--- config.mk ---
export PLATFORM = sky130hd
export DESIGN_NAME = tic_tac_toe_input
export DESIGN_NICKNAME = d
export VERILOG_FILES = /design/src/rtl/tic_tac_toe_input.sv
export SDC_FILE = /design/constraint.sdc
export NUM_CORES = 1
export LEC_CHECK = 0
export CORE_MARGIN = 2
export CORE_UTILIZATION = 30
export DETAILED_ROUTE_END_ITERATION = 7
export PLACE_DENSITY = 0.52
export SLEW_MARGIN = 15
export SYNTH_ARGS = -nofsm -noshare
export SYNTH_HDL_FRONTEND = slang
export SYNTH_SLANG_ARGS = --single-unit
export TNS_END_PERCENT = 20
--- constraint.sdc ---
create_clock -name clk -period 2.7 [get_ports clk]
set_clock_uncertainty 0.15 [all_clocks]
set_input_delay 0.405 -clock clk [delete_from_list [all_inputs] [get_ports clk]]
set_output_delay 0.405 -clock clk [all_outputs]
set_load 0.05 [all_outputs]
--- src/rtl/tic_tac_toe_input.sv ---
// tic_tac_toe_input
//   Button front end for the tic_tac_toe game. Five raw push-buttons are
//   synchronized, debounced and edge-detected. A press moves a wrapping 3x3
//   cursor, or requests a placement on the cell under the cursor. Placements
//   on an occupied cell, or while the game is over, are refused and reported
//   with a one-cycle `rejected` pulse instead of `place`.
//
// Ports
//   clk          system clock, rising edge
//   reset        asynchronous, active-low; clears every register
//   btn_up/down/left/right/select  raw active-high buttons, asynchronous
//   game_over    from tic_tac_toe; refuses all placements while high
//   cell_select  row*3+col of the cursor (combinational)
//   place        one-cycle placement strobe
//   cursor_row   cursor row, 0..2
//   cursor_col   cursor column, 0..2
//   occupied     bit i set once cell i has been placed
//   rejected     one-cycle pulse when a select press is refused
module tic_tac_toe_input #(
  parameter int DEBOUNCE_CYCLES = 4
) (
  input  logic       clk,
  input  logic       reset,
  input  logic       btn_up,
  input  logic       btn_down,
  input  logic       btn_left,
  input  logic       btn_right,
  input  logic       btn_select,
  input  logic       game_over,
  output logic [3:0] cell_select,
  output logic       place,
  output logic [1:0] cursor_row,
  output logic [1:0] cursor_col,
  output logic [8:0] occupied,
  output logic       rejected
);

  localparam int CNT_W = (DEBOUNCE_CYCLES > 2) ? $clog2(DEBOUNCE_CYCLES) : 1;
  localparam logic [CNT_W-1:0] CNT_LAST = CNT_W'(DEBOUNCE_CYCLES - 1);

  // Bit positions inside the packed button vectors.
  localparam int B_RIGHT = 0;
  localparam int B_LEFT  = 1;
  localparam int B_DOWN  = 2;
  localparam int B_UP    = 3;
  localparam int B_SEL   = 4;

  logic [4:0]       btn_raw;
  logic [4:0]       sync_p0;
  logic [4:0]       sync_p1;
  logic [4:0]       deb_p2;
  logic [4:0]       deb_last_p2;
  logic [CNT_W-1:0] cnt_p2 [5];
  logic [4:0]       press_p3;

  logic [1:0] row_nxt;
  logic [1:0] col_nxt;
  logic [8:0] occ_nxt;
  logic       place_nxt;
  logic       rej_nxt;

  function automatic logic [1:0] wrap_inc(input logic [1:0] v);
    return (v == 2'd2) ? 2'd0 : v + 2'd1;
  endfunction

  function automatic logic [1:0] wrap_dec(input logic [1:0] v);
    return (v == 2'd0) ? 2'd2 : v - 2'd1;
  endfunction

  assign btn_raw = {btn_select, btn_up, btn_down, btn_left, btn_right};

  // ---- p0/p1: two-flop synchronizer per button ----
  always_ff @(posedge clk or negedge reset) begin
    if (!reset) begin
      sync_p0 <= '0;
      sync_p1 <= '0;
    end else begin
      sync_p0 <= btn_raw;
      sync_p1 <= sync_p0;
    end
  end

  // ---- p2: debouncer; the level only flips after it has differed for
  // DEBOUNCE_CYCLES consecutive synced cycles ----
  always_ff @(posedge clk or negedge reset) begin
    if (!reset) begin
      deb_p2 <= '0;
      for (int i = 0; i < 5; i++) cnt_p2[i] <= '0;
    end else begin
      for (int i = 0; i < 5; i++) begin
        if (sync_p1[i] == deb_p2[i]) begin
          cnt_p2[i] <= '0;
        end else if (cnt_p2[i] == CNT_LAST) begin
          deb_p2[i] <= sync_p1[i];
          cnt_p2[i] <= '0;
        end else begin
          cnt_p2[i] <= cnt_p2[i] + CNT_W'(1);
        end
      end
    end
  end

  // ---- p3: registered press event (rising debounced level only) ----
  always_ff @(posedge clk or negedge reset) begin
    if (!reset) begin
      deb_last_p2 <= '0;
      press_p3    <= '0;
    end else begin
      deb_last_p2 <= deb_p2;
      press_p3    <= deb_p2 & ~deb_last_p2;
    end
  end

  // 4-bit row*3+col without a multiplier: row*2 + row + col.
  assign cell_select = {1'b0, cursor_row, 1'b0} + {2'b00, cursor_row} + {2'b00, cursor_col};

  // Priority select > up > down > left > right; lower events in the same
  // cycle are dropped.
  always_comb begin
    row_nxt   = cursor_row;
    col_nxt   = cursor_col;
    occ_nxt   = occupied;
    place_nxt = 1'b0;
    rej_nxt   = 1'b0;
    if (press_p3[B_SEL]) begin
      if (!game_over && !occupied[cell_select]) begin
        place_nxt            = 1'b1;
        occ_nxt[cell_select] = 1'b1;
      end else begin
        rej_nxt = 1'b1;
      end
    end else if (press_p3[B_UP]) begin
      row_nxt = wrap_dec(cursor_row);
    end else if (press_p3[B_DOWN]) begin
      row_nxt = wrap_inc(cursor_row);
    end else if (press_p3[B_LEFT]) begin
      col_nxt = wrap_dec(cursor_col);
    end else if (press_p3[B_RIGHT]) begin
      col_nxt = wrap_inc(cursor_col);
    end
  end

  // ---- p4: action registers ----
  always_ff @(posedge clk or negedge reset) begin
    if (!reset) begin
      cursor_row <= 2'd0;
      cursor_col <= 2'd0;
      occupied   <= '0;
      place      <= 1'b0;
      rejected   <= 1'b0;
    end else begin
      cursor_row <= row_nxt;
      cursor_col <= col_nxt;
      occupied   <= occ_nxt;
      place      <= place_nxt;
      rejected   <= rej_nxt;
    end
  end

endmodule
==> flow_metrics.py <==
metrics = {
    "outcome": {
        "status": "finished with violations",
        "violations": "hold timing, setup timing",
    },
    "timing": {
        "finalHoldViolCount": 3,
        "holdWs_ps": -0.848,
        "fin_ws_ps": -78.7,
        "fin_crit_sh": 1.03,
        "slew_viol_final": 0,
        "tightest_slew_ps": 716,
        "setup_violations": 1,
        "period_minus_slack_ps": 2780,
        "clock.fmax_mhz": 360,
        "rsz0062_at_grt": "true",
        "max_slew_margin": 0.522,
    },
    "detailed_routing": {
        "num_vias": 1285,
        "initialDrtViolationCount": 35,
        "routedWlPerCell_um": 14.1,
        "route.detailed.drc": 0,
        "dr.pass1.iters": 4,
        "wirelength_um": 3820,
        "vias_per_cell": 4.72,
        "postRouteAntennaNets": 0,
    },
    "floorplan": {
        "die-area_um2": 7460,
        "num_rows": 30,
        "die_h_um": 86.4,
        "initial_utilization": 0.305,
        "core-area_um2": 6680,
        "die_w_um": 86.4,
        "ioPinCount": 27,
    },
    "logic_synthesis": {
        "synth-edff-count": 0,
        "synthSimpleGateAreaFrac": 0.0811,
        "syn_inst": 148,
        "synth_top_area_cell": "dfrtp_1",
        "syn_area_um2": 2040,
        "ys_seq_area_frac": 0.615,
        "yosys_warnings": 0,
        "synth-compound-area-share": 0.0904,
        "synth_seq_cells": 50,
        "yosys.area.top_type_share": 0.615,
        "synth.avg_cell_area_um2": 13.8,
        "synth.area.top_cells": "dfrtp_1, ha_1, nor2b_1",
        "synthFlopType": "dfrtp_1",
        "synth_cell_types": 31,
        "synth_top_family_by_area": "adder cells",
        "synth.net_count": 171,
        "muxShareOfSynthArea": 0.0627,
        "synthXorXnorAreaFrac": 0.0215,
        "synthAdderAreaFrac": 0.0996,
        "ys_async_sr_fraction": 1.00,
    },
    "global_routing": {
        "grt_pass1_vias": 1390,
        "top_usage_layer": "met2",
        "grtUsageMet2": 0.190,
        "grt_max_degree": 33,
        "grt_pass1_wl_um": 6670,
        "grt_use_met3": 0.0343,
        "antenna_found_initial": 0,
        "grt.overflow.total": 0,
        "grt.total_usage": 0.116,
        "grtUsageMet1": 0.140,
    },
    "setup_path": {
        "critical_path_required_ps": 2140,
        "worstSetupPathType": "reg2out",
        "crit_fanout": 2,
        "cp_slowest_cell": "fa_2",
        "setup.worst_path.start_class": "flip-flop",
        "rr_endpoint": "place",
        "critPathArrivalTime_ps": 2220,
        "regToRegSetupSlack_ps": 10,
        "reg2reg_from": "cursor_row[1]",
        "cp-end-kind": "output pin",
        "max_stage_delay_ps": 590,
        "cp_cell_sequence": "inv_2, fa_1, inv_1, ha_2, inv_2, fa_2, inv_6, buf_12",
        "rr_worst_depth": 10,
        "cpMostUsedCell": "inv_2",
    },
    "clocking": {
        "clk_latency_ps": 300,
        "clock-sinks": 50,
        "numCtsBuffers": 5,
        "clock-root-buffer": "clkbuf_8",
        "cts_hold_buffers": 0,
        "cts_buffer_depth": 2,
        "clkTransAtPathRegs_ps": 90,
        "cts_tree": "yes",
        "htree_levels": 2,
    },
    "cells_and_area": {
        "syn_to_final_growth_pct": 28.7,
        "drive_gt1_frac": 0.198,
        "fin_nets": 214,
        "fin_util": 0.392,
        "insertedDiodeCount": 0,
    },
    "placed_design": {
        "gp_congestion": 0.721,
        "io_buffers": 26,
        "dp.final_hpwl_um": 2820,
    },
    "hold_path": {
        "hold_path.class": "in2async",
    },
    "run": {
        "cap_violations": 0,
    },
}
## synth_stat cells, types with 3 or more instances
cell type and count:
inv_1 11, dfrtp_1 50, a31o_1 7, nor2b_1 13, mux2i_1 6, ha_1 13, mux2_1 5, nor3_1 6
nor2_1 3, xnor2_1 5
## final cells by class
cell class | count | area [um^2]
clock buffers | 7 | 86.3
repair buffers | 38 | 373
multi-input cells | 84 | 748
flip-flops and latches | 50 | 1250
fillers | 644 | 4060
clock inverters | 1 | 5.00
inverters | 12 | 52.6
well taps | 80 | 100
## placed cells by master, fill, tap and decap left out, types with 3 or more instances in the layout
cell type	Yosys	routed
inv_1	11	6
buf_4	0	13
mux2_1	5	5
ha_1	13	12
dfrtp_2	0	3
clkbuf_8	0	6
dfrtp_1	50	47
buf_12	0	3
nor2_1	3	3
inv_2	1	4
xnor2_1	5	5
clkdlybuf4s50_1	0	21
nor3_1	6	6
nor2b_1	13	13
mux2i_1	6	6
a31o_1	7	7
## flip-flops by register name, summed over array words and instances, names as in the netlist, 2 cells and up
register,cells
press_p3,5
occupied,9
sync_p1,5
cursor_row,2
deb_last_p2,5
cnt_p2,10
deb_p2,5
sync_p0,5
cursor_col,2
## logic make-up (layout without fill, tap and decap cells)
logic type,count (synthesis),after routing
and+or+nand+nor,28,28
DFF,50,50
adders and majority gates,15,15
AOI/OAI and AO/OA,24,24
buffers and inverters,14,58
xor gates and xnor gates,5,5
muxes,12,12
## routing by layer
metal	part of all wire	wire, um	vias up
met2	0.50	1900	38
li1	-	-	596
met1	0.42	1600	640
met3	0.061	232	11
met5	0	0	-
met4	0.025	95	0
## timing repair
item                       CTS  global route
pin swaps                    2             3
setup endpoints to repair    3             7
gates cloned                 0             0
resized for setup            3             0
buffers inserted             7             2
## critical path: cells and delay by family, from the launching register on
family / cells / cell delay, ps
flip-flops: 1 / 420
buffers and inverters: 5 / 350
adder cells (fa/ha/maj): 3 / 1160
## metrics by stage
stage	cells	cell area (um^2)	hold WS, ps	setup slack [ps]	setup TNS, ps
after floorplan	148	2060	-40.6	-59.4	-239
after global placement	255	2450	183	92.9	0
after detailed placement	255	2450	185	-7.28	-7.89
after CTS	270	2610	22.1	-119	-119
after global routing	272	2620	56.0	-147	-320
final	272	2620	-0.848	-78.7	-78.7
## worst max-delay path by stage
stage / startpoint / endpoint / slack [ps]
floorplan: cursor_row[1] / place / -60
global placement: cursor_col[1] / place / 90
detailed placement: cursor_col[1] / rejected / -7
CTS: cursor_row[1] / cell_select[2] / -120
global route: cursor_row[0] / cell_select[2] / -150
finish: cursor_row[0] / cell_select[2] / -80
Power is left out: the tool's default activity adds up to more than one toggle a clock period on the data nets, which glitch-free logic cannot reach.
